$ cat config.mk
export PLATFORM = sky130hd
export DESIGN_NAME = core_tile_addrgen_flat
export DESIGN_NICKNAME = d
export VERILOG_FILES = /design/src/rtl/core_tile_pkg.sv /design/src/rtl/core_tile_addrgen_if.sv /design/src/rtl/core_tile_rotmap.sv /design/src/rtl/core_tile_addrgen.sv /design/src/flat_wrapper.sv
export SDC_FILE = /design/constraint.sdc
export NUM_CORES = 1
export LEC_CHECK = 0
export ABC_AREA = 1
export CAP_MARGIN = 20
export CORE_UTILIZATION = 47
export CTS_CLUSTER_DIAMETER = 50
export CTS_CLUSTER_SIZE = 30
export DETAILED_ROUTE_END_ITERATION = 7
export PLACE_DENSITY = 0.76
export SYNTH_ARGS = -nofsm -noshare
export SYNTH_HDL_FRONTEND = slang
export SYNTH_SLANG_ARGS = --single-unit
$ cat constraint.sdc
create_clock -name I_TA_HCLK -period 3.6 [get_ports I_TA_HCLK]
set_input_delay 0.54 -clock I_TA_HCLK [delete_from_list [all_inputs] [get_ports I_TA_HCLK]]
set_output_delay 0.54 -clock I_TA_HCLK [all_outputs]
set_load 0.03 [all_outputs]
$ cat src/rtl/core_tile_pkg.sv
// core_tile_pkg: shared state encoding, rotation codes and clog2 for the tile address generator
package core_tile_pkg;
  typedef enum logic [1:0] {IDLE, FILL, ROTATE, DRAIN} state_t;
  typedef enum logic [1:0] {DEG_0, DEG_90, DEG_180, DEG_270} deg_t;
  function automatic int clog2(input int v);
    int r = 0;
    while ((1 << r) < v) r++;
    return r;
  endfunction
endpackage

$ cat src/rtl/core_tile_addrgen_if.sv
// core_tile_addrgen_if: control, DMA handshake and buffer address bundle of the tile address generator
interface core_tile_addrgen_if import core_tile_pkg::*; #(
  parameter int TILE = 8,
  parameter int CH = 3
);
  localparam int AW = clog2(TILE * TILE * CH);
  localparam int VW = clog2(TILE) + 1;
  logic I_TA_START;
  logic [1:0] I_TA_DEGREES;
  logic I_TA_DIRECTION;
  logic [VW-1:0] I_TA_VALID_W;
  logic [VW-1:0] I_TA_VALID_H;
  logic I_TA_RD_VALID;
  logic O_TA_RD_READY;
  logic O_TA_WR_VALID;
  logic I_TA_WR_READY;
  logic O_TA_IMEM_WE;
  logic [AW-1:0] O_TA_IMEM_WADDR;
  logic [AW-1:0] O_TA_IMEM_RADDR;
  logic O_TA_OMEM_WE;
  logic [AW-1:0] O_TA_OMEM_WADDR;
  logic O_TA_OMEM_ZERO;
  logic [AW-1:0] O_TA_OMEM_RADDR;
  logic O_TA_BUSY;
  logic O_TA_DONE;
  modport master (
    output I_TA_START, I_TA_DEGREES, I_TA_DIRECTION, I_TA_VALID_W, I_TA_VALID_H, I_TA_RD_VALID, I_TA_WR_READY,
    input O_TA_RD_READY, O_TA_WR_VALID, O_TA_IMEM_WE, O_TA_IMEM_WADDR, O_TA_IMEM_RADDR, O_TA_OMEM_WE,
    input O_TA_OMEM_WADDR, O_TA_OMEM_ZERO, O_TA_OMEM_RADDR, O_TA_BUSY, O_TA_DONE
  );
  modport slave (
    input I_TA_START, I_TA_DEGREES, I_TA_DIRECTION, I_TA_VALID_W, I_TA_VALID_H, I_TA_RD_VALID, I_TA_WR_READY,
    output O_TA_RD_READY, O_TA_WR_VALID, O_TA_IMEM_WE, O_TA_IMEM_WADDR, O_TA_IMEM_RADDR, O_TA_OMEM_WE,
    output O_TA_OMEM_WADDR, O_TA_OMEM_ZERO, O_TA_OMEM_RADDR, O_TA_BUSY, O_TA_DONE
  );
endinterface

$ cat src/rtl/core_tile_rotmap.sv
// core_tile_rotmap: maps output pixel index n to its source pixel under r quarter-turns CCW, flags padding
module core_tile_rotmap import core_tile_pkg::*; #(
  parameter int TILE = 8,
  localparam int LT = clog2(TILE)
) (
  input logic [2*LT-1:0] n,
  input logic [1:0] r,
  input logic [LT:0] vw,
  input logic [LT:0] vh,
  output logic [LT-1:0] i,
  output logic [LT-1:0] j,
  output logic pad
);
  logic [LT-1:0] y, x;
  assign y = n[2*LT-1:LT];
  assign x = n[LT-1:0];
  // TILE is a power of two, so TILE-1-v is just ~v
  always_comb begin
    i = r == DEG_0 ? y : r == DEG_90 ? x : r == DEG_180 ? ~y : ~x;
    j = r == DEG_0 ? x : r == DEG_90 ? ~y : r == DEG_180 ? ~x : y;
    pad = {1'b0, i} >= vh || {1'b0, j} >= vw;
  end
endmodule

$ cat src/rtl/core_tile_addrgen.sv
// core_tile_addrgen: sequences one tile through fill, rotate and drain,
// generating input/output buffer addresses and DMA beat handshakes
module core_tile_addrgen import core_tile_pkg::*; #(
  parameter int TILE = 8,
  parameter int CH = 3
) (
  input logic I_TA_HCLK,
  input logic I_TA_RESET,
  core_tile_addrgen_if.slave bus
);
  localparam int NB = TILE * TILE * CH;
  localparam int AW = clog2(NB);
  localparam int NBEAT = NB / 4;
  localparam int TT = TILE * TILE;
  localparam int LT = clog2(TILE);
  localparam int VW = LT + 1;
  state_t state_q, state_d;
  logic [AW:0] cnt_q, cnt_d;
  logic [1:0] r_q, r_d;
  logic [VW-1:0] vw_q, vw_d, vh_q, vh_d;
  logic we_q, we_d, zero_q, zero_d, done_q, done_d;
  logic [AW-1:0] waddr_q, waddr_d;
  logic [LT-1:0] src_i, src_j;
  logic pad, rotating, last_beat;
  function automatic logic [VW-1:0] clamp(input logic [VW-1:0] v);
    return (v == '0 || v > VW'(TILE)) ? VW'(TILE) : v;
  endfunction
  core_tile_rotmap #(.TILE(TILE)) u_rotmap (
    .n(cnt_q[2*LT-1:0]),
    .r(r_q),
    .vw(vw_q),
    .vh(vh_q),
    .i(src_i),
    .j(src_j),
    .pad(pad)
  );
  assign rotating = state_q == ROTATE && cnt_q < (AW+1)'(TT);
  assign last_beat = cnt_q == (AW+1)'(NBEAT - 1);
  always_comb begin
    state_d = state_q;
    cnt_d = cnt_q;
    r_d = r_q;
    vw_d = vw_q;
    vh_d = vh_q;
    done_d = 1'b0;
    unique case (state_q)
      IDLE: if (bus.I_TA_START) begin
        state_d = FILL;
        cnt_d = '0;
        r_d = bus.I_TA_DIRECTION ? bus.I_TA_DEGREES : 2'd0 - bus.I_TA_DEGREES;
        vw_d = clamp(bus.I_TA_VALID_W);
        vh_d = clamp(bus.I_TA_VALID_H);
      end
      FILL: if (bus.I_TA_RD_VALID) begin
        state_d = last_beat ? ROTATE : FILL;
        cnt_d = last_beat ? '0 : cnt_q + 1'b1;
      end
      ROTATE: begin
        state_d = cnt_q == (AW+1)'(TT) ? DRAIN : ROTATE;
        cnt_d = cnt_q == (AW+1)'(TT) ? '0 : cnt_q + 1'b1;
      end
      DRAIN: if (bus.I_TA_WR_READY) begin
        state_d = last_beat ? IDLE : DRAIN;
        cnt_d = last_beat ? '0 : cnt_q + 1'b1;
        done_d = last_beat;
      end
      default: ;
    endcase
    // output write trails its buffer read by the one-cycle read latency
    we_d = rotating;
    waddr_d = rotating ? AW'(cnt_q * CH) : '0;
    zero_d = rotating && pad;
  end
  always_ff @(posedge I_TA_HCLK or posedge I_TA_RESET) begin
    if (I_TA_RESET) begin
      state_q <= IDLE;
      cnt_q <= '0;
      r_q <= '0;
      vw_q <= '0;
      vh_q <= '0;
      we_q <= 1'b0;
      waddr_q <= '0;
      zero_q <= 1'b0;
      done_q <= 1'b0;
    end else begin
      state_q <= state_d;
      cnt_q <= cnt_d;
      r_q <= r_d;
      vw_q <= vw_d;
      vh_q <= vh_d;
      we_q <= we_d;
      waddr_q <= waddr_d;
      zero_q <= zero_d;
      done_q <= done_d;
    end
  end
  assign bus.O_TA_RD_READY = state_q == FILL;
  assign bus.O_TA_IMEM_WE = state_q == FILL && bus.I_TA_RD_VALID;
  assign bus.O_TA_IMEM_WADDR = state_q == FILL ? {cnt_q[AW-3:0], 2'b00} : '0;
  assign bus.O_TA_IMEM_RADDR = rotating ? AW'((src_i * TILE + src_j) * CH) : '0;
  assign bus.O_TA_OMEM_WE = we_q;
  assign bus.O_TA_OMEM_WADDR = waddr_q;
  assign bus.O_TA_OMEM_ZERO = zero_q;
  assign bus.O_TA_WR_VALID = state_q == DRAIN;
  assign bus.O_TA_OMEM_RADDR = state_q == DRAIN ? {cnt_q[AW-3:0], 2'b00} : '0;
  assign bus.O_TA_BUSY = state_q != IDLE;
  assign bus.O_TA_DONE = done_q;
endmodule

$ cat src/flat_wrapper.sv
// flat-port wrapper written by rule: the top's interface ports become plain ports
module core_tile_addrgen_flat import core_tile_pkg::*;
#(
  parameter int TILE = 8,
  parameter int CH = 3
)
  (I_TA_HCLK, I_TA_RESET, bus_I_TA_START, bus_I_TA_DEGREES, bus_I_TA_DIRECTION, bus_I_TA_VALID_W, bus_I_TA_VALID_H, bus_I_TA_RD_VALID, bus_I_TA_WR_READY, bus_O_TA_RD_READY, bus_O_TA_WR_VALID, bus_O_TA_IMEM_WE, bus_O_TA_IMEM_WADDR, bus_O_TA_IMEM_RADDR, bus_O_TA_OMEM_WE, bus_O_TA_OMEM_WADDR, bus_O_TA_OMEM_ZERO, bus_O_TA_OMEM_RADDR, bus_O_TA_BUSY, bus_O_TA_DONE);
  core_tile_addrgen_if #(.TILE(TILE), .CH(CH)) bus_i ();
  input logic I_TA_HCLK;
  input logic I_TA_RESET;
  input wire logic [$bits(bus_i.I_TA_START)-1:0] bus_I_TA_START;
  input wire logic [$bits(bus_i.I_TA_DEGREES)-1:0] bus_I_TA_DEGREES;
  input wire logic [$bits(bus_i.I_TA_DIRECTION)-1:0] bus_I_TA_DIRECTION;
  input wire logic [$bits(bus_i.I_TA_VALID_W)-1:0] bus_I_TA_VALID_W;
  input wire logic [$bits(bus_i.I_TA_VALID_H)-1:0] bus_I_TA_VALID_H;
  input wire logic [$bits(bus_i.I_TA_RD_VALID)-1:0] bus_I_TA_RD_VALID;
  input wire logic [$bits(bus_i.I_TA_WR_READY)-1:0] bus_I_TA_WR_READY;
  output wire logic [$bits(bus_i.O_TA_RD_READY)-1:0] bus_O_TA_RD_READY;
  output wire logic [$bits(bus_i.O_TA_WR_VALID)-1:0] bus_O_TA_WR_VALID;
  output wire logic [$bits(bus_i.O_TA_IMEM_WE)-1:0] bus_O_TA_IMEM_WE;
  output wire logic [$bits(bus_i.O_TA_IMEM_WADDR)-1:0] bus_O_TA_IMEM_WADDR;
  output wire logic [$bits(bus_i.O_TA_IMEM_RADDR)-1:0] bus_O_TA_IMEM_RADDR;
  output wire logic [$bits(bus_i.O_TA_OMEM_WE)-1:0] bus_O_TA_OMEM_WE;
  output wire logic [$bits(bus_i.O_TA_OMEM_WADDR)-1:0] bus_O_TA_OMEM_WADDR;
  output wire logic [$bits(bus_i.O_TA_OMEM_ZERO)-1:0] bus_O_TA_OMEM_ZERO;
  output wire logic [$bits(bus_i.O_TA_OMEM_RADDR)-1:0] bus_O_TA_OMEM_RADDR;
  output wire logic [$bits(bus_i.O_TA_BUSY)-1:0] bus_O_TA_BUSY;
  output wire logic [$bits(bus_i.O_TA_DONE)-1:0] bus_O_TA_DONE;
  assign bus_i.I_TA_START = bus_I_TA_START;
  assign bus_i.I_TA_DEGREES = bus_I_TA_DEGREES;
  assign bus_i.I_TA_DIRECTION = bus_I_TA_DIRECTION;
  assign bus_i.I_TA_VALID_W = bus_I_TA_VALID_W;
  assign bus_i.I_TA_VALID_H = bus_I_TA_VALID_H;
  assign bus_i.I_TA_RD_VALID = bus_I_TA_RD_VALID;
  assign bus_i.I_TA_WR_READY = bus_I_TA_WR_READY;
  assign bus_O_TA_RD_READY = bus_i.O_TA_RD_READY;
  assign bus_O_TA_WR_VALID = bus_i.O_TA_WR_VALID;
  assign bus_O_TA_IMEM_WE = bus_i.O_TA_IMEM_WE;
  assign bus_O_TA_IMEM_WADDR = bus_i.O_TA_IMEM_WADDR;
  assign bus_O_TA_IMEM_RADDR = bus_i.O_TA_IMEM_RADDR;
  assign bus_O_TA_OMEM_WE = bus_i.O_TA_OMEM_WE;
  assign bus_O_TA_OMEM_WADDR = bus_i.O_TA_OMEM_WADDR;
  assign bus_O_TA_OMEM_ZERO = bus_i.O_TA_OMEM_ZERO;
  assign bus_O_TA_OMEM_RADDR = bus_i.O_TA_OMEM_RADDR;
  assign bus_O_TA_BUSY = bus_i.O_TA_BUSY;
  assign bus_O_TA_DONE = bus_i.O_TA_DONE;
  core_tile_addrgen #(.TILE(TILE), .CH(CH)) u_core (.I_TA_HCLK(I_TA_HCLK), .I_TA_RESET(I_TA_RESET), .bus(bus_i));
endmodule
**Word level (Yosys, flattened, before mapping)**

Index checks and enable logic that the tools add are counted.

- Flip-flop bits (word level): 32
- Input port bits: 16
- Output and inout port bits: 39
- Word-level logic and storage cells: 72

- Add/sub/neg operators: 3
- Multipliers: 2
- Magnitude comparators: 5
- Equality and inequality tests: 10
- Muxes and demuxes: 28
- Bitwise gates (word level): 2
- Reductions and logical operators: 13

Operator list:

| cell | number |
|---|---|
| 9-bit two-way mux | 5 |
| 9-bit one-hot mux with 4 select lines | 1 |
| 32-bit by 2-bit multiplier with 8-bit output (second input constant) | 1 |
| 8-bit two-way mux | 4 |
| 3-bit two-way mux | 6 |
| 2-bit two-way mux | 6 |
| 9-bit by 1-bit adder with 9-bit output (second input constant) | 1 |
| 9-bit by 6-bit == test with 1-bit output (second input constant) | 1 |
| 9-bit by 7-bit == test with 1-bit output (second input constant) | 1 |
| 9-bit by 7-bit less-than comparator with 1-bit output (second input constant) | 1 |
| 9-bit by 2-bit multiplier with 8-bit output (second input constant) | 1 |
| 3-bit by 4-bit >= comparator with 1-bit output | 2 |
| 4-bit greater-than comparator (second input constant) | 2 |
| 4-bit logical NOT | 2 |
| 4-bit two-way mux | 2 |
| 2-bit one-hot mux with 4 select lines | 1 |
| 6-bit by 3-bit adder with 7-bit output | 1 |
| 2-bit == test (second input constant) | 3 |
| 2-bit inequality test (second input constant) | 3 |
| 3-bit NOT | 2 |
| 2-bit by 1-bit == test with 1-bit output (second input constant) | 2 |
| 2-bit logical NOT | 2 |
| 1-bit logical AND | 3 |
| 1-bit logical OR | 3 |
| 5 further kinds | 7 |

**Depth between registers and ports, before layout**

Gate-level depths: netlist (run 1).

- Depth in word-level cells: 7
- Gate-level depth with buffers: 14
- Gate-level depth less buffers: 14

**By module**

A second synthesis (run 1) with hierarchy kept.

- Cells, all modules: 359
- Area total of the unflattened synthesis: 2587.5 sq um

Modules (own cells, without submodules):

| module | instances | cells each | area each (sq um) | seq. area each (sq um) |
|---|---|---|---|---|
| core_tile_addrgen | 1 | 295 | 2247.2 | 800.8 |
| core_tile_rotmap | 1 | 64 | 340.3 | 0.0 |

**Least setup slack after synthesis (run 1)**

Ideal clock, no wire load.

- Path type: register to output
- From: reg u_core.r_q[0]
- To: out bus_O_TA_IMEM_RADDR[7]
- Arrival time: 2379 ps
- Required time: 3060 ps
- Slack: 681 ps
- Cell stages (with the launch flop): 11
- Path buffers: 1
- Path through: dfrtp_1 > buf_4 > o21ai_0 > xor2_1 > inv_1 > fa_1 > o21ai_0 > a21oi_1 > inv_1 > nand3_1 > a21oi_1

- Word-level cells in the longest chain between the ends: 7
- Elaborated cells between the ends (all ways): 12
- Classes of those cells: add/sub: 1; mul: 1; eq/ne: 2; mux: 7; reduce/logical: 1

Ends and longest elaborated chain:

| what | RTL line | RTL |
|---|---|---|
| start: declaration | core_tile_addrgen.sv:19 | `logic [1:0] r_q, r_d;` |
| start signal: assignment | core_tile_addrgen.sv:88 | `r_q <= r_d;` |
| 2-bit == test | core_tile_rotmap.sv:19, core_tile_rotmap.sv:20 |  |
| 3-bit two-way mux, on equally long branches (3 in a row) | core_tile_rotmap.sv:20, core_tile_rotmap.sv:19 |  |
| 6-bit by 3-bit adder with 7-bit output * | core_tile_addrgen.sv:100 | `assign bus.O_TA_IMEM_RADDR = rotating ? AW'((src_i * TILE + src_j) * CH) : '0;` |
| 32-bit by 2-bit multiplier with 8-bit output * | core_tile_addrgen.sv:100 |  |
| 8-bit two-way mux * | core_tile_addrgen.sv:100 |  |
| end: declaration | flat_wrapper.sv:22 | `output wire logic [$bits(bus_i.O_TA_IMEM_RADDR)-1:0] bus_O_TA_IMEM_RADDR;` |

Mark *: on every way between the ends. The rest lies on a longest branch, timed or not.

**Worst setup path after layout (run 1)**

- From: reg u_core.cnt_q[2]
- To: out bus_O_TA_IMEM_RADDR[4]

- Word-level cells in the longest chain between the ends: 7
- Elaborated cells between the ends (all ways): 9
- Classes of those cells: add/sub: 1; mul: 1; order compare: 1; mux: 4; bitwise: 1; reduce/logical: 1

Ends and longest elaborated chain:

| what | RTL line | RTL |
|---|---|---|
| start: declaration | core_tile_addrgen.sv:18 | `logic [AW:0] cnt_q, cnt_d;` |
| start signal: assignment | core_tile_addrgen.sv:87 | `cnt_q <= cnt_d;` |
| 3-bit NOT | core_tile_rotmap.sv:20 | `j = r == DEG_0 ? x : r == DEG_90 ? ~y : r == DEG_180 ? ~x : y;` |
| 3-bit two-way mux (3 in a row) | core_tile_rotmap.sv:20 |  |
| 6-bit by 3-bit adder with 7-bit output | core_tile_addrgen.sv:100 |  |
| 32-bit by 2-bit multiplier with 8-bit output | core_tile_addrgen.sv:100 |  |
| 8-bit two-way mux * | core_tile_addrgen.sv:100 |  |

Marks and branches as above.

==> results of run 1 <==
-- state kept, by name, indices dropped and copies added (netlist names) --
signal and cells:
u_core.bus.O_TA_DONE 1, u_core.bus.O_TA_OMEM_WADDR 8, u_core.cnt_q 9, u_core.state_q 2
u_core.vh_q 4, u_core.vw_q 4, u_core.bus.O_TA_OMEM_ZERO 1, u_core.bus.O_TA_OMEM_WE 1
u_core.r_q 2
-- critical path, cell delays in order, from the launching register on --
cell	delay (ps)
dfrtp_1	470
o21ai_0	280
xor2_1	210
buf_4	150
ha_1	270
nand2_1	90
nand2_1	40
inv_1	70
o21ai_1	80
nand2_1	60
nand2_1	40
nor2_1	80
clkdlybuf4s50_1	670
-- cells in the final DEF, fill, tap and decap left out, drive strengths merged --
master / instances
a21boi: 1
a21oi: 17
buf: 5
bufinv: 1
clkbuf: 7
clkdlybuf4s50: 47
conb: 4
dfrtp: 32
dlygate4sd2: 2
dlymetal6s2s: 1
fa: 2
ha: 22
inv: 57
nand2: 77
nand3: 20
nand4: 2
nor2: 51
nor3: 8
nor4: 2
o21ai: 22
o21bai: 1
xnor2: 1
xor2: 5
-- repair_timing --
item                                    CTS  global route
pin swaps                                 0             0
endpoints found under the setup margin    2             2
resized for setup                         2             2
buffers inserted                          0             0
-- power by group --
group / total, mW / switching [mW] / internal, mW
Clock: 0.382 / 0.137 / 0.244
Combinational: 1.61 / 0.994 / 0.612
Sequential: 0.543 / 0.0940 / 0.449
Total: 2.53 / 1.23 / 1.31
-- final cells by class --
| class | instances | share of cell area (%) |
|---|---|---|
| inverter | 57 | 7.169 |
| tap | 67 | 2.714 |
| clock buffer | 7 | 3.119 |
| clock inverter | 1 | 0.9721 |
| multi-input combinational | 235 | 42.65 |
| timing repair buffer | 55 | 17.42 |
| sequential | 32 | 25.96 |
-- worst min path at each step --
| stage | from | endpoint | cells after the start |
|---|---|---|---|
| global placement | u_core.vw_q[0] | u_core.vw_q[0] | 2 |
| floorplan | u_core.vw_q[0] | u_core.vw_q[0] | 2 |
| detailed placement | u_core.vw_q[0] | u_core.vw_q[0] | 2 |
| CTS | u_core.vw_q[0] | u_core.vw_q[0] | 2 |
| global route | u_core.vw_q[0] | u_core.vw_q[0] | 2 |
| finish | u_core.vh_q[0] | u_core.vh_q[0] | 2 |
-- logic make-up (layout without fill, tap and decap cells) --
family | Yosys count | in the layout | share of synthesized area, %
simple gates | 160 | 160 | 30.39
buf+inv | 65 | 120 | 11.60
compound gates | 41 | 41 | 8.819
flops | 32 | 32 | 33.60
fa+ha+maj | 24 | 24 | 13.23
xor+xnor | 6 | 6 | 2.205
other cells | 1 | 4 | 0.1573
-- synth_stat cells, types with 2 or more instances --
library cell	instances
buf_4	6
nor2_2	3
buf_2	2
ha_1	22
fa_1	2
o21ai_0	13
xor2_1	5
inv_1	42
o21ai_1	9
nand2_1	72
nor3_2	3
inv_2	13
nor2_1	48
a21oi_1	17
dfrtp_1	32
nand2_2	4
nand4_1	2
nand3_1	19
nor3_1	4
-- layer usage --
layer / part of all wire [%] / vias up / wire [µm]
met4: 1.2 / 0 / 65
met5: 0 / - / 0
met1: 48 / 970 / 2570
li1: - / 1137 / -
met2: 46 / 63 / 2430
met3: 5.1 / 7 / 270
-- per-stage QoR --
step | worst slack, ps | cells | total power, mW | utilization [%] | cell area, µm²
finish | 272.8 | 454 | 2.531 | 64.55 | 3089
global route | 77.85 | 454 | 2.767 | 64.55 | 3089
CTS | 44.50 | 454 | 2.535 | 64.47 | 3085
detailed placement | 311.9 | 446 | 2.141 | 61.88 | 2962
global placement | 399.9 | 446 | 2.099 | 61.88 | 2962
floorplan | 680.8 | 332 | 1.679 | - | 2395
==> flow_summary.ini, run 1 <==
[worst_setup_path]
timing.rr.end = u_core.bus.O_TA_OMEM_ZERO
rrSetupSlack_ps = 1280
worstSetupPathType = reg -> out
required_ps = 3060
rr_startpoint = u_core.r_q[0]
endpoint = bus_O_TA_IMEM_RADDR[4]
reg2reg_depth = 13
end_kind = output port
startpoint = u_core.cnt_q[2]
start_kind = flop
cp.arrival_ps = 2790
crit_fanout = 7

[finish]
finalNetCount = 426
fillers = 409
multiInputGateArea_um2 = 1318
drive_gt1_share_pct = 11.11
seqCellArea_um2 = 802.0
area_growth_pct = 29.61
antenna_cells = 0

[clocking]
clk_pin_slew_worst_paths_ps = 70
cts_buffers = 5
cts.htree.levels = 2
cts_buffer_depth = 2
cts.sinks = 32
clk_latency_ps = 290
cts_tree = yes
clockRootBuffer = clkbuf_8
cts_hold_buf = 0

[routing]
vias = 2177
vias_per_cell = 4.795
ant_nets = 0
wl_per_cell_um = 11.75
firstDrtPassIters = 4
drc = 0
wirelength_mm = 5.335
first_iter_violations = 115

[synth]
synth_cell_types = 30
synthCells = 329
ys_ff_latch = 32
synthesis.area_um2 = 2384
netlist_top_cells_area = dfrtp_1 34%, ha_1 12%, nand2_1 11%
synth_area_per_cell_um2 = 7.245
synth_area_leader_cell = dfrtp_1
synth_edf_count = 0
synthArstFlopShare_pct = 100.0
synth_top_area_share_pct = 33.60
yosys_warnings = 0
ys.flop_type = dfrtp_1
synth_seq_area_share_pct = 33.60

[timing]
slew_headroom_pct = 61.45
worst_slew_pin_slew_ps = 577.6
fin_skew_ps = 9.702
slew_violations = 0
fin_crit_ps = 3327
setup_tns_ps = 0
fin_crit_sh_pct = 92.42
finalHoldViolCount = 0
holdWs_ps = 489.0
clock.fmax_mhz = 300.6
finalSetupViolCount = 0
rsz0062_at_grt = false

[power_and_ir_drop]
ir_worst_vdd_uv = 376.1
p_leak_nw = 1.576
power.density_nw_per_um2 = 819.5

[worst_hold_path]
hold_class = reg -> reg

[die]
die_x_um = 73.22
rows = 25
dieArea_um2 = 5360
start_util_pct = 49.80
design.core.area_um2 = 4786
boundaryPins = 55
die_h_um = 73.22

[status]
status = completed

[global_route]
overflow = 0
use_met2_pct = 35.60
grt_use_met3_pct = 4.696
grt.total_usage_pct = 22.27
antenna_found_initial = 0
busiest_layer = met2
grtUsageMet1_pct = 29.89
grt_first_pass_wirelength_mm = 8.970
grt_max_degree = 33
grt_pass1_vias = 1986

[job]
maxCapViolations = 0

[placement]
port_buffers = 50
place_congestion = 0.8925
dp_hpwl_mm = 4.085
Power figures use the tool's default switching activity.
==> run 2, diff against run 1 <==
--- a/config.mk
+++ b/config.mk
@@ -8,6 +8,7 @@
 export ABC_AREA = 1
 export CAP_MARGIN = 20
 export CORE_UTILIZATION = 47
+export CTS_BUF_LIST = sky130_fd_sc_hd__clkbuf_4
 export CTS_CLUSTER_DIAMETER = 50
 export CTS_CLUSTER_SIZE = 30
 export DETAILED_ROUTE_END_ITERATION = 7
==> run 2 against run 1 <==
Core utilization shrank 1.1 points. Highest routed layer unchanged. Cell area is 1.7% lower. Via count fell by 1.1%. Final cell count unchanged. Sequential share of layout area is 0.46 points higher. Worst setup slack worse by 69 ps. Clock-buffer cell count down 2. Non-clock buffer count is the same. Critical path type unchanged. Total power down 4.8%.
==> flow_summary.ini, run 2 (synthesized netlist as in run 1, its figures left out) <==
[global_route]
grt_max_degree = 33
grt_pass1_vias = 1967
overflow = 0
grt_first_pass_wirelength_mm = 8.825
grt.total_usage_pct = 21.94
antenna_found_initial = 0

[timing]
slew_headroom_pct = 61.65
worst_slew_pin_slew_ps = 574.7
finalHoldViolCount = 0
slew_violations = 0
clock.fmax_mhz = 294.4
finalSetupViolCount = 0
fin_crit_ps = 3397
fin_crit_sh_pct = 94.35
setup_tns_ps = 0
fin_skew_ps = 14.43

[routing]
ant_nets = 0
drc = 0
first_iter_violations = 68
wirelength_mm = 5.223
vias = 2152
wl_per_cell_um = 11.50
firstDrtPassIters = 4
vias_per_cell = 4.740

[worst_hold_path]
hold_path_depth = 2
hold_class = reg -> reg
holdCritStartpoint = u_core.vh_q[0]
hold_end = u_core.vh_q[0]

[worst_setup_path]
timing.rr.end = u_core.bus.O_TA_OMEM_ZERO
rr_startpoint = u_core.r_q[0]
required_ps = 3060
cp.arrival_ps = 2860
reg2reg_depth = 13
worstSetupPathType = reg -> out
crit_fanout = 7
rrSetupSlack_ps = 1300
end_kind = output port
start_kind = flop

[placement]
dp_hpwl_mm = 4.085
port_buffers = 50
place_congestion = 0.8925
post_dp_cell_area_um2 = 2962

[finish]
regMostFlops = u_core.cnt_q
antenna_cells = 0
final_cell_mix = 72 x nand2_1, 48 x nor2_1, 47 x clkdlybuf4s50_1
final_common_cell = nand2_1
finalNetCount = 426
area_growth_pct = 27.35
drive_gt1_share_pct = 10.59
largest_register_ffs = 9
fillers = 415
fin_area_um2 = 3035

[clocking]
clk_pin_slew_worst_paths_ps = 100
cts_buffers = 5
cts.sinks = 32
cts.htree.levels = 2
cts_tree = yes
cts_hold_buf = 0
clk_latency_ps = 350
clockRootBuffer = clkbuf_4
cts_buffer_depth = 2

[power_and_ir_drop]
pwr-share-comb_pct = 66.4
sw_frac_of_total_pct = 50.19
pwr-share-seq_pct = 22.3
finalPower_mw = 2.410
p_leak_nw = 1.535
p_sw_mw = 1.210
ir_worst_vdd_uv = 376.7
p_clk_share_pct = 11.2
power.density_nw_per_um2 = 794.1
intPower_mw = 1.201

[die]
dieArea_um2 = 5360
die_h_um = 73.22
rows = 25
boundaryPins = 55
design.core.area_um2 = 4786
start_util_pct = 49.80
die_x_um = 73.22

[job]
maxCapViolations = 0

[status]
status = completed
==> run 2: worst max path at each step <==
stage          slack [ps]  cells after the start             from                endpoint
6_report              200                     12  u_core.cnt_q[2]  bus_O_TA_IMEM_RADDR[4]
5_1_grt               -10                     12    u_core.r_q[0]  bus_O_TA_IMEM_RADDR[6]
4_1_cts               170                     11    u_core.r_q[0]  bus_O_TA_IMEM_RADDR[3]
3_5_place_dp          310                     14    u_core.r_q[0]  bus_O_TA_IMEM_RADDR[7]
3_3_place_gp          400                     10  u_core.cnt_q[2]  bus_O_TA_IMEM_RADDR[7]
2_1_floorplan         680                     10    u_core.r_q[0]  bus_O_TA_IMEM_RADDR[7]
==> run 2: timing repair <==
item	4_1_cts	5_1_grt
setup endpoints to repair	3	5
pin swaps	0	0
resized for setup	3	2
cloned	0	0
setup buffers	0	0
hold endpoints to repair	0	0
==> run 2: layout make-up <==
cell class / instances / area (µm²) / share of cell area (%)
tap: 67 / 83.83 / 2.762
multi-input combinational: 235 / 1318 / 43.40
timing repair buffer: 55 / 535.5 / 17.64
inverter: 57 / 221.5 / 7.296
clock buffer: 5 / 37.54 / 1.237
sequential: 32 / 802.0 / 26.42
clock inverter: 3 / 37.54 / 1.237
==> run 2: power by group through the flow <==
stage	sequential, mW	combinational, mW	clock, mW
after global routing	0.555	1.81	0.289
after CTS	0.537	1.60	0.278
after detailed placement	0.544	1.60	0
after global placement	0.542	1.56	0
final	0.539	1.60	0.271
after floorplan	0.545	1.13	0
==> run 2: through the flow <==
stage	util, %	hold WS, ps	cells	setup WS (ps)
floorplan	-	449.4	332	680.8
CTS	63.37	499.3	454	168.7
detailed placement	61.88	473.4	446	311.9
finish	63.42	494.7	454	203.4
global placement	61.88	474.1	446	399.9
global route	63.42	520.0	454	-13.16
==> run 2: metal layers <==
metal | part of all wire, % | global-route usage (%) | vias to the layer above
li1 | - | - | 1138
met1 | 48 | 29.62 | 945
met2 | 45 | 34.47 | 63
met3 | 5.6 | 4.696 | 6
met4 | 1.3 | 8.279 | 0
met5 | 0 | 0 | -
==> run 2: worst max-delay path, cell delays in order (launching register included) <==
cell             delay, ps
dfrtp_1                490
o21ai_0                280
xor2_1                 210
buf_4                  150
ha_1                   270
nand2_1                 90
nand2_1                 40
inv_1                   70
o21ai_1                 80
nand2_1                 60
nand2_1                 40
nor2_1                  80
clkdlybuf4s50_1        670
==> run 3, diff against run 2 <==
--- a/config.mk
+++ b/config.mk
@@ -6,13 +6,15 @@
 export NUM_CORES = 1
 export LEC_CHECK = 0
 export ABC_AREA = 1
+export ABC_CLOCK_PERIOD_IN_PS = 3600
 export CAP_MARGIN = 20
 export CORE_UTILIZATION = 47
-export CTS_BUF_LIST = sky130_fd_sc_hd__clkbuf_4
+export CTS_BUF_LIST = sky130_fd_sc_hd__clkbuf_8
 export CTS_CLUSTER_DIAMETER = 50
 export CTS_CLUSTER_SIZE = 30
 export DETAILED_ROUTE_END_ITERATION = 7
 export PLACE_DENSITY = 0.76
+export RECOVER_POWER = 25
 export SYNTH_ARGS = -nofsm -noshare
 export SYNTH_HDL_FRONTEND = slang
 export SYNTH_SLANG_ARGS = --single-unit
==> run 3 against run 2 <==
The run now ends with max-capacitance violations, max-slew violations left. Via count up 0.79%. Sequential share of layout area down 0.43 points. Combinational power about the same.
==> flow_summary.ini, run 3 (synthesized netlist as in run 1, its figures left out) <==
[status]
status = finished with violations
violations = max-capacitance violations, max-slew violations

[clocking]
clk_latency_ps = 290
cts_buffer_depth = 2
cts_buffers = 5
cts.sinks = 32
clockRootBuffer = clkbuf_8
cts_tree = yes
clk_pin_slew_worst_paths_ps = 70
cts.htree.levels = 2

[die]
boundaryPins = 55
design.core.area_um2 = 4786
die_h_um = 73.22
dieArea_um2 = 5360
rows = 25
start_util_pct = 49.80
die_x_um = 73.22

[worst_setup_path]
required_ps = 3060
end_kind = output port
crit_chain = o21ai_0, xor2_1, buf_4, ha_1, nand2_1, nand2_1, inv_1, o21ai_1, nand2_1, nand2_1, nor2_1, clkdlybuf4s50_1
cpPeakStageDelay_ps = 670
cpMaxStageDelayCell = clkdlybuf4s50_1
rr_startpoint = u_core.r_q[0]
reg2reg_depth = 13
path_common_cell = nand2_1
path_delay_family = buffers and inverters
cp.arrival_ps = 2790
critPathBufInv = 3
startpoint = u_core.cnt_q[2]
crit_fanout = 7
crit_cells = 12
worstSetupPathType = reg -> out
start_kind = flop

[timing]
worst_slew_pin_slew_ps = 1761
rsz0062_at_grt = false
slew_headroom_pct = -17.37
finalHoldViolCount = 0
clock.fmax_mhz = 300.2
finalSetupViolCount = 0
slew_violations = 33
fin_skew_ps = 9.633
fin_crit_sh_pct = 92.54
setup_tns_ps = 0
fin_crit_ps = 3331

[global_route]
grt_first_pass_wirelength_mm = 8.970
grt.total_usage_pct = 22.27
antenna_found_initial = 0
grt_max_degree = 33
grt_pass1_vias = 1986
overflow = 0

[power_and_ir_drop]
ir_worst_vdd_uv = 377.1
p_leak_nw = 1.572
finalPower_mw = 2.533
power.density_nw_per_um2 = 820.8

[placement]
place_congestion = 0.8925
post_dp_cell_area_um2 = 2962
port_buffers = 50
dp_hpwl_mm = 4.085

[finish]
regMostFlops = u_core.cnt_q
fin_area_um2 = 3085
multiInputGateArea_um2 = 1318
fillers = 409
seqCellArea_um2 = 802.0
area_growth_pct = 29.45
drive_gt1_share_pct = 10.85
antenna_cells = 0
final_common_cell = nand2_1
largest_register_ffs = 9
finalNetCount = 426
final_cell_mix = 72 x nand2_1, 48 x nor2_1, 46 x clkdlybuf4s50_1

[worst_hold_path]
hold_path_depth = 2
hold_class = reg -> reg
holdCritStartpoint = u_core.vw_q[0]

[routing]
wirelength_mm = 5.346
wl_per_cell_um = 11.78
drc = 0
ant_nets = 0
vias_per_cell = 4.778
vias = 2169
first_iter_violations = 99
firstDrtPassIters = 4

[job]
maxCapViolations = 1
==> run 3: changes by cell type in the layout (fill, tap and decap cells not counted), sizes merged <==
cell,delta
dlygate4sd3,+1
clkdlybuf4s15,-1
dlymetal6s2s,+1
clkdlybuf4s50,-1
buf,-1
clkinv,-2
clkbuf,+3
==> run 3: final timing paths <==
kind / end / slack [ps]
min: u_core.vw_q[0] / 490
max: bus_O_TA_IMEM_RADDR[4] / 270
max reg2reg: u_core.bus.O_TA_OMEM_ZERO / 1290
min reg2reg: u_core.vw_q[0] / 490
min in group asynchronous: u_core.vw_q[3] / 1310
max in group asynchronous: u_core.r_q[0] / 1150
==> run 3: what timing repair did <==
| action | CTS | global route |
|---|---|---|
| hold buffers | 0 | 0 |
| gates cloned | 0 | 0 |
| endpoints found under the setup margin | 2 | 2 |
| setup buffers | 0 | 0 |
| resized for setup | 2 | 2 |
==> run 3: tightest hold or removal path, cell delays in order (launching register included) <==
cell and delay (ps):
dfrtp_1 350, nand2_1 50, nand2_1 50
==> run 3: through the flow <==
step | hold slack (ps) | util, % | cells | setup WS [ps]
floorplan | 449.4 | - | 332 | 680.8
global placement | 474.1 | 61.88 | 446 | 399.9
detailed placement | 473.4 | 61.88 | 446 | 311.9
CTS | 490.8 | 64.47 | 454 | 44.50
global route | 511.2 | 64.47 | 454 | 77.85
finish | 487.8 | 64.47 | 454 | 268.5
==> run 3: final cells by class <==
class / count / share of cell area (%)
multi-input cells: 235 / 42.70
well taps: 67 / 2.717
flip-flops and latches: 32 / 25.99
inverters: 57 / 7.178
repair buffers: 55 / 17.32
clock buffers: 7 / 3.122
clock inverters: 1 / 0.9732
==> run 3: per-layer routing <==
layer  routed length (µm)  vias up  global-route usage, %
li1                     -     1133                      -
met1                 2587      967                  29.89
met2                 2427       62                  35.60
met3                  266        7                  4.696
met4                   65        0                  7.625
met5                    0        -                      0
==> run 3: report_power, final <==
part | switching [mW] | internal [mW]
clock | 0.138 | 0.244
sequential | 0.0931 | 0.449
combinational | 0.997 | 0.612
